<file path="config.mk">
export PLATFORM = sky130hd
export DESIGN_NAME = argmax_l2
export DESIGN_NICKNAME = d
export VERILOG_FILES = /design/src/rtl/argmax_l2.sv
export SDC_FILE = /design/constraint.sdc
export NUM_CORES = 1
export LEC_CHECK = 0
export ABC_AREA = 1
export BUFFER_PORTS_ARGS = -buffer_cell sky130_fd_sc_hd__buf_2
export CORE_MARGIN = 2
export CORE_UTILIZATION = 25
export CTS_BUF_LIST = sky130_fd_sc_hd__clkbuf_8
export CTS_CLUSTER_DIAMETER = 30
export DETAILED_ROUTE_END_ITERATION = 10
export GPL_TIMING_DRIVEN = 0
export PLACE_DENSITY = 0.48
export SKIP_CTS_REPAIR_TIMING = 1
export SLEW_MARGIN = 20
export SYNTH_ARGS = -nofsm -noshare
export SYNTH_HDL_FRONTEND = slang
export SYNTH_SLANG_ARGS = --single-unit
</file>
<file path="constraint.sdc">
create_clock -name clk -period 13.35 [get_ports clk]
set_input_delay 2.67 -clock clk [delete_from_list [all_inputs] [get_ports clk]]
set_output_delay 2.67 -clock clk [all_outputs]
set_load 0.1 [all_outputs]
</file>
<file path="src/rtl/argmax_l2.sv">
// Sequential signed argmax over N_CLASSES snapshotted accumulators, one class per cycle.
// Define ARGMAX_SCORE_EN to also output the winning score and its margin over the runner-up.
module argmax_l2 #(
  parameter int N_CLASSES = 10,
  parameter int ACC_W     = 20,
  parameter int IDX_W     = 4
) (
  input  logic                         clk,
  input  logic                         rst,
  input  logic                         start,
  input  logic [N_CLASSES*ACC_W-1:0]   acc_in_packed,
  output logic                         busy,
  output logic                         res_valid,
  input  logic                         res_ready,
  output logic [IDX_W-1:0]             class_idx
`ifdef ARGMAX_SCORE_EN
  ,
  output logic signed [ACC_W-1:0]      max_score,
  output logic [ACC_W:0]               margin
`endif
);

  typedef enum logic [1:0] {IDLE, SCAN, DONE} state_t;

  localparam logic [IDX_W-1:0] LAST_IDX = IDX_W'(N_CLASSES - 1);

  state_t                  state_reg;
  logic signed [ACC_W-1:0] acc_in   [N_CLASSES];
  logic signed [ACC_W-1:0] snap_reg [N_CLASSES];
  logic signed [ACC_W-1:0] best_reg;
  logic signed [ACC_W-1:0] best_next;
  logic signed [ACC_W-1:0] cur;
  logic [IDX_W-1:0]        best_idx_reg;
  logic [IDX_W-1:0]        best_idx_next;
  logic [IDX_W-1:0]        ptr_reg;
  logic                    greater;

  genvar gi;
  generate
    for (gi = 0; gi < N_CLASSES; gi++) begin : g_unpack
      assign acc_in[gi] = acc_in_packed[gi*ACC_W +: ACC_W];
    end
  endgenerate

  // Strict compare keeps the lowest index on ties.
  always_comb begin
    cur           = snap_reg[ptr_reg];
    greater       = (cur > best_reg);
    best_next     = greater ? cur : best_reg;
    best_idx_next = greater ? ptr_reg : best_idx_reg;
  end

`ifdef ARGMAX_SCORE_EN
  localparam logic signed [ACC_W-1:0] ACC_MIN = {1'b1, {(ACC_W-1){1'b0}}};

  logic signed [ACC_W-1:0] second_reg;
  logic signed [ACC_W-1:0] second_next;
  logic [ACC_W:0]          margin_next;

  // One extra bit so best - second never wraps, even at the full signed range.
  always_comb begin
    second_next = greater ? best_reg : ((cur > second_reg) ? cur : second_reg);
    margin_next = {best_next[ACC_W-1], best_next} - {second_next[ACC_W-1], second_next};
  end
`endif

  always_ff @(posedge clk) begin
    if (rst) begin
      state_reg    <= IDLE;
      busy         <= 1'b0;
      res_valid    <= 1'b0;
      class_idx    <= '0;
      best_reg     <= '0;
      best_idx_reg <= '0;
      ptr_reg      <= '0;
      for (int i = 0; i < N_CLASSES; i++) snap_reg[i] <= '0;
`ifdef ARGMAX_SCORE_EN
      second_reg   <= '0;
      max_score    <= '0;
      margin       <= '0;
`endif
    end else begin
      case (state_reg)
        IDLE: begin
          if (start) begin
            for (int i = 0; i < N_CLASSES; i++) snap_reg[i] <= acc_in[i];
            best_reg     <= acc_in[0];
            best_idx_reg <= '0;
            ptr_reg      <= IDX_W'(1);
`ifdef ARGMAX_SCORE_EN
            second_reg   <= ACC_MIN;
`endif
            busy         <= 1'b1;
            state_reg    <= SCAN;
          end
        end
        SCAN: begin
          best_reg     <= best_next;
          best_idx_reg <= best_idx_next;
          ptr_reg      <= ptr_reg + IDX_W'(1);
`ifdef ARGMAX_SCORE_EN
          second_reg   <= second_next;
`endif
          if (ptr_reg == LAST_IDX) begin
            class_idx <= best_idx_next;
`ifdef ARGMAX_SCORE_EN
            max_score <= best_next;
            margin    <= margin_next;
`endif
            res_valid <= 1'b1;
            state_reg <= DONE;
          end
        end
        DONE: begin
          if (res_ready) begin
            res_valid <= 1'b0;
            busy      <= 1'b0;
            state_reg <= IDLE;
          end
        end
        default: state_reg <= IDLE;
      endcase
    end
  end

endmodule

</file>
Yosys cells after proc, flatten, opt, wreduce, memory -nomap -nowiden
Memory sizes are Yosys's and may differ from the RTL's. A register that Yosys moved wholly into a read port is not among the register bits.
Cells that the tools add are included.
{ "totals": {"regBits": 36, "latch_bits": 0, "mem_bits_rw": 200, "mem_bits_ro": 0, "inputBits": 204, "output_inout_bits": 6, "mem_count": 1} }
{ "classes": {"add_sub_neg": 1, "multipliers": 0, "div_mod_pow": 0, "order_cmp": 1, "n_eq_ne": 7, "shifts": 0, "mux": 35, "bitwise": 10, "reduce_logical": 10} }
{ "memory_table": {"columns": ["memory", "depth", "width", "rd", "rd_clocked_by_memory_dff", "wr", "line", "source"], "rows": [
  ["snap_reg", 10, 20, 1, 1, 10, "29", "logic signed [ACC_W-1:0] snap_reg [N_CLASSES];"]
]} }
{ "op_table": {"columns": ["cell", "count"], "rows": [
  ["$mux W20", 12],
  ["$pmux W20 S2", 1],
  ["$gt A20 B20 Y1", 1],
  ["$mux W4", 5],
  ["$pmux W4 S2", 2],
  ["$reduce_and A3 Y1", 4],
  ["$or A1 B1 Y1", 10],
  ["$mux W1", 9],
  ["$ne A2 B2 Y1 const B", 4],
  ["$mux W2", 3],
  ["$pmux W2 S3", 1],
  ["$reduce_bool A2 Y1", 3],
  ["$add A4 B1 Y4 const B", 1],
  ["$eq A4 B4 Y1 const B", 1],
  ["$pmux W1 S2", 2],
  ["$reduce_and A2 Y1", 2],
  ["$eq A2 B1 Y1 const B", 1],
  ["$eq A2 B2 Y1 const B", 1],
  ["$logic_not A2 Y1", 1]
]} }

Logic depth before layout (Yosys ltp)
{ "logic_depth": {"ltp_word": 5, "ltp_mapped": 25} }

Least setup slack after synthesis
Ideal clock, no wire load.
{ "synth_timing": {"path_kind": "input to register", "from": "input port rst", "to": "memory snap_reg[0][0] (enable)", "setup_time_ns": 1.604, "t_arrival_ns": 6.228, "required_time_ns": 11.746, "path_slack_ns": 5.518, "cell_stages": 3, "path_buffers": 1, "cell_sequence": "clkinv_1 buf_2 nand2_1"} }
{ "synth_rtl": {"columns": ["item", "line", "source"], "rows": [
  ["from (decl)", "9", "input logic rst,"],
  ["to (decl)", "29", null]
]} }

==> out/metrics.yaml <==
outcome:
  outcome: "finished clean"
power:
  ir_worst_vdd_uv: 60.8
  p_leak_nw: 7.44
  comb_power_share: 0.180
  p_seq_frac: 0.350
  p_switching_uw: 763
  power_frac_clock: 0.470
  swShare: 0.290
  p_int_mw: 1.87
  power-per-cell-area_nw_per_um2: 170
floorplan:
  core_area_um2: 46800
  start_util: 0.254
  row_count: 79
  dieArea_um2: 49300
  ios: 210
  die_x_um: 222
  die_h_um: 222
cts:
  max-clock-path-buffers: 3
  cts.sinks: 240
  cts_root_buf: "clkbuf_8"
  cts_buffers: 73
  cts_tree: "yes"
  worstSkewPairLatency_ps: 630
  path_clk_slew_ps: 50
  htreeDepth: 3
timing:
  skew_ps: 53.0
  min_period_ps: 4330
  period_share: 0.324
  setup_viol: 0
  fin_setup_tns_ps: 0
  maxSlewHeadroom: 0.445
  final_max_slew_viol_count: 0
  rsz0062_at_grt: "no"
  hold_violations: 0
  max_freq_ghz: 0.231
  worstMarginPinSlew_ps: 833
synthesis:
  synthesis.nets: 1597
  yosysTopAreaCell: "edfxtp_1"
  synthesis.area_um2: 11900
  synthFlopType: "edfxtp_1"
  synth_warnings: 0
  synth_seq_area_share: 0.573
  async_flop_share: 0
  synth_top_cell_area_share: 0.506
  synth_area_leaders: "edfxtp_1 51%, inv_1 10%, nor2_1 8.1%, dfxtp_1 6.7%, nand2_1 5.2%"
  synth_seq_cells: 240
  syn_inst: 1371
  ys_types: 24
  syn_avg_cell_area_um2: 8.66
  synth-edff-count: 200
detailed_routing:
  ant_nets: 0
  wl_per_cell_um: 16.9
  firstDrtPassIters: 5
  vias: 9837
  drt_iter0_drc: 743
  drc: 0
  drt_wl_total_mm: 39.3
  vias_per_cell: 4.23
flow_run:
  drv_cap: 0
placed_design:
  place_congestion: 0.863
  port_buffers: 209
  placed_area_um2: 13800
  dpl.hpwl_mm: 29.4
grt:
  grt_usage: 0.160
  antenna_found_initial: 1
  grt_max_degree: 50
  grt_pass1_vias: 10073
  grt.overflow.total: 0
  grt_first_pass_wirelength_mm: 59.0
setup_path:
  cp_data_arrival_time_ps: 4650
  critPathKind: "in2reg"
  crit_fanout: 10
  crit_path_end_kind: "register"
  setup.worst_path.start_class: "input port"
  crit_required_ps: 13670
layout:
  final_cell_area_um2: 15500
  layout_common_cells: "339 x inv_1, 256 x nor2_1, 221 x buf_2, 200 x edfxtp_1, 163 x nand2_1"
  layout_commonest_cell: "inv_1"
  area_growth_pct: 30.4
  fin_nets: 1885
  n_antenna_cell: 0
  drive_gt1_frac: 0.206
  largest_register_ffs: 200
min_path:
  hp-class: "reg2reg"
## worst max-delay path: stages
cell      delay (ps)
buf_2            110
clkinv_1         260
nand2_1          330
clkbuf_1         560
clkbuf_1         620
nor2_1           100
## routing by layer
metal  vias to the layer above  track usage  part of all wire
li1                       4912            -                 -
met4                         2       0.0571             0.024
met5                         -            0           0.00020
met3                        59       0.0451             0.069
met2                       329        0.255              0.45
met1                      4535        0.209              0.45
## final cells by class
class	instances	area, µm²
well taps	607	759
multi-input cells	727	3510
clock inverters	56	644
inverters	333	1250
plain buffers	71	319
repair buffers	213	1140
clock buffers	77	1060
fillers	4949	31300
flip-flops and latches	240	6810
## through the flow
| stage | power (mW) | util | cells | hold slack (ps) | setup WS (ps) |
|---|---|---|---|---|---|
| finish | 2.63 | 0.331 | 2324 | 462 | 9020 |
| global route | 2.78 | 0.331 | 2324 | 489 | 8910 |
| CTS | 2.66 | 0.331 | 2324 | 464 | 9040 |
| detailed placement | 1.41 | 0.295 | 2191 | 456 | 8400 |
| global placement | 1.42 | 0.293 | 2187 | 452 | 2820 |
| floorplan | 1.25 | - | 1371 | 445 | 5520 |
## power groups by stage
| stage | logic [mW] | clock network [mW] | registers [mW] |
|---|---|---|---|
| 2_1_floorplan | 0.307 | 0 | 0.940 |
| 3_3_place_gp | 0.467 | 0 | 0.948 |
| 3_5_place_dp | 0.475 | 0 | 0.935 |
| 4_1_cts | 0.479 | 1.26 | 0.922 |
| 5_1_grt | 0.542 | 1.31 | 0.929 |
| 6_report | 0.473 | 1.24 | 0.922 |
## final timing paths
path / from / end / slack (ps) / cells past startpoint
setup / recovery: rst / snap_reg[2][2]$_SDFFCE_PN0P_ / 9020 / 6
hold / removal: res_valid$_SDFFE_PP0P_ / res_valid$_SDFFE_PP0P_ / 460 / 2
setup reg to reg: register / best_reg[17]$_SDFFE_PP0P_ / 9190 / 20
hold reg to reg: res_valid$_SDFFE_PP0P_ / res_valid$_SDFFE_PP0P_ / 460 / 2
## cell usage after synthesis (2+ instances only)
master and count:
o21ai_1 10, nand2_2 3, edfxtp_1 200, inv_1 332
nor2_1 256, o211ai_1 40, nand3_1 72, a21oi_1 56
buf_1 4, o21ai_0 74, dfxtp_1 40, buf_4 2
buf_6 4, mux2i_1 20, nand4_1 4, buf_2 12
clkbuf_1 49, ha_1 22, nand2_1 164, nor2_2 3
## logic make-up after synthesis
| logic type | Yosys count | synth area share |
|---|---|---|
| and+or+nand+nor | 504 | 0.170 |
| buffers and inverters | 404 | 0.132 |
| DFF | 240 | 0.573 |
| AOI/OAI and AO/OA | 181 | 0.0849 |
| adders and majority gates | 22 | 0.0232 |
| muxes | 20 | 0.0169 |
Power figures use the tool's default switching activity.
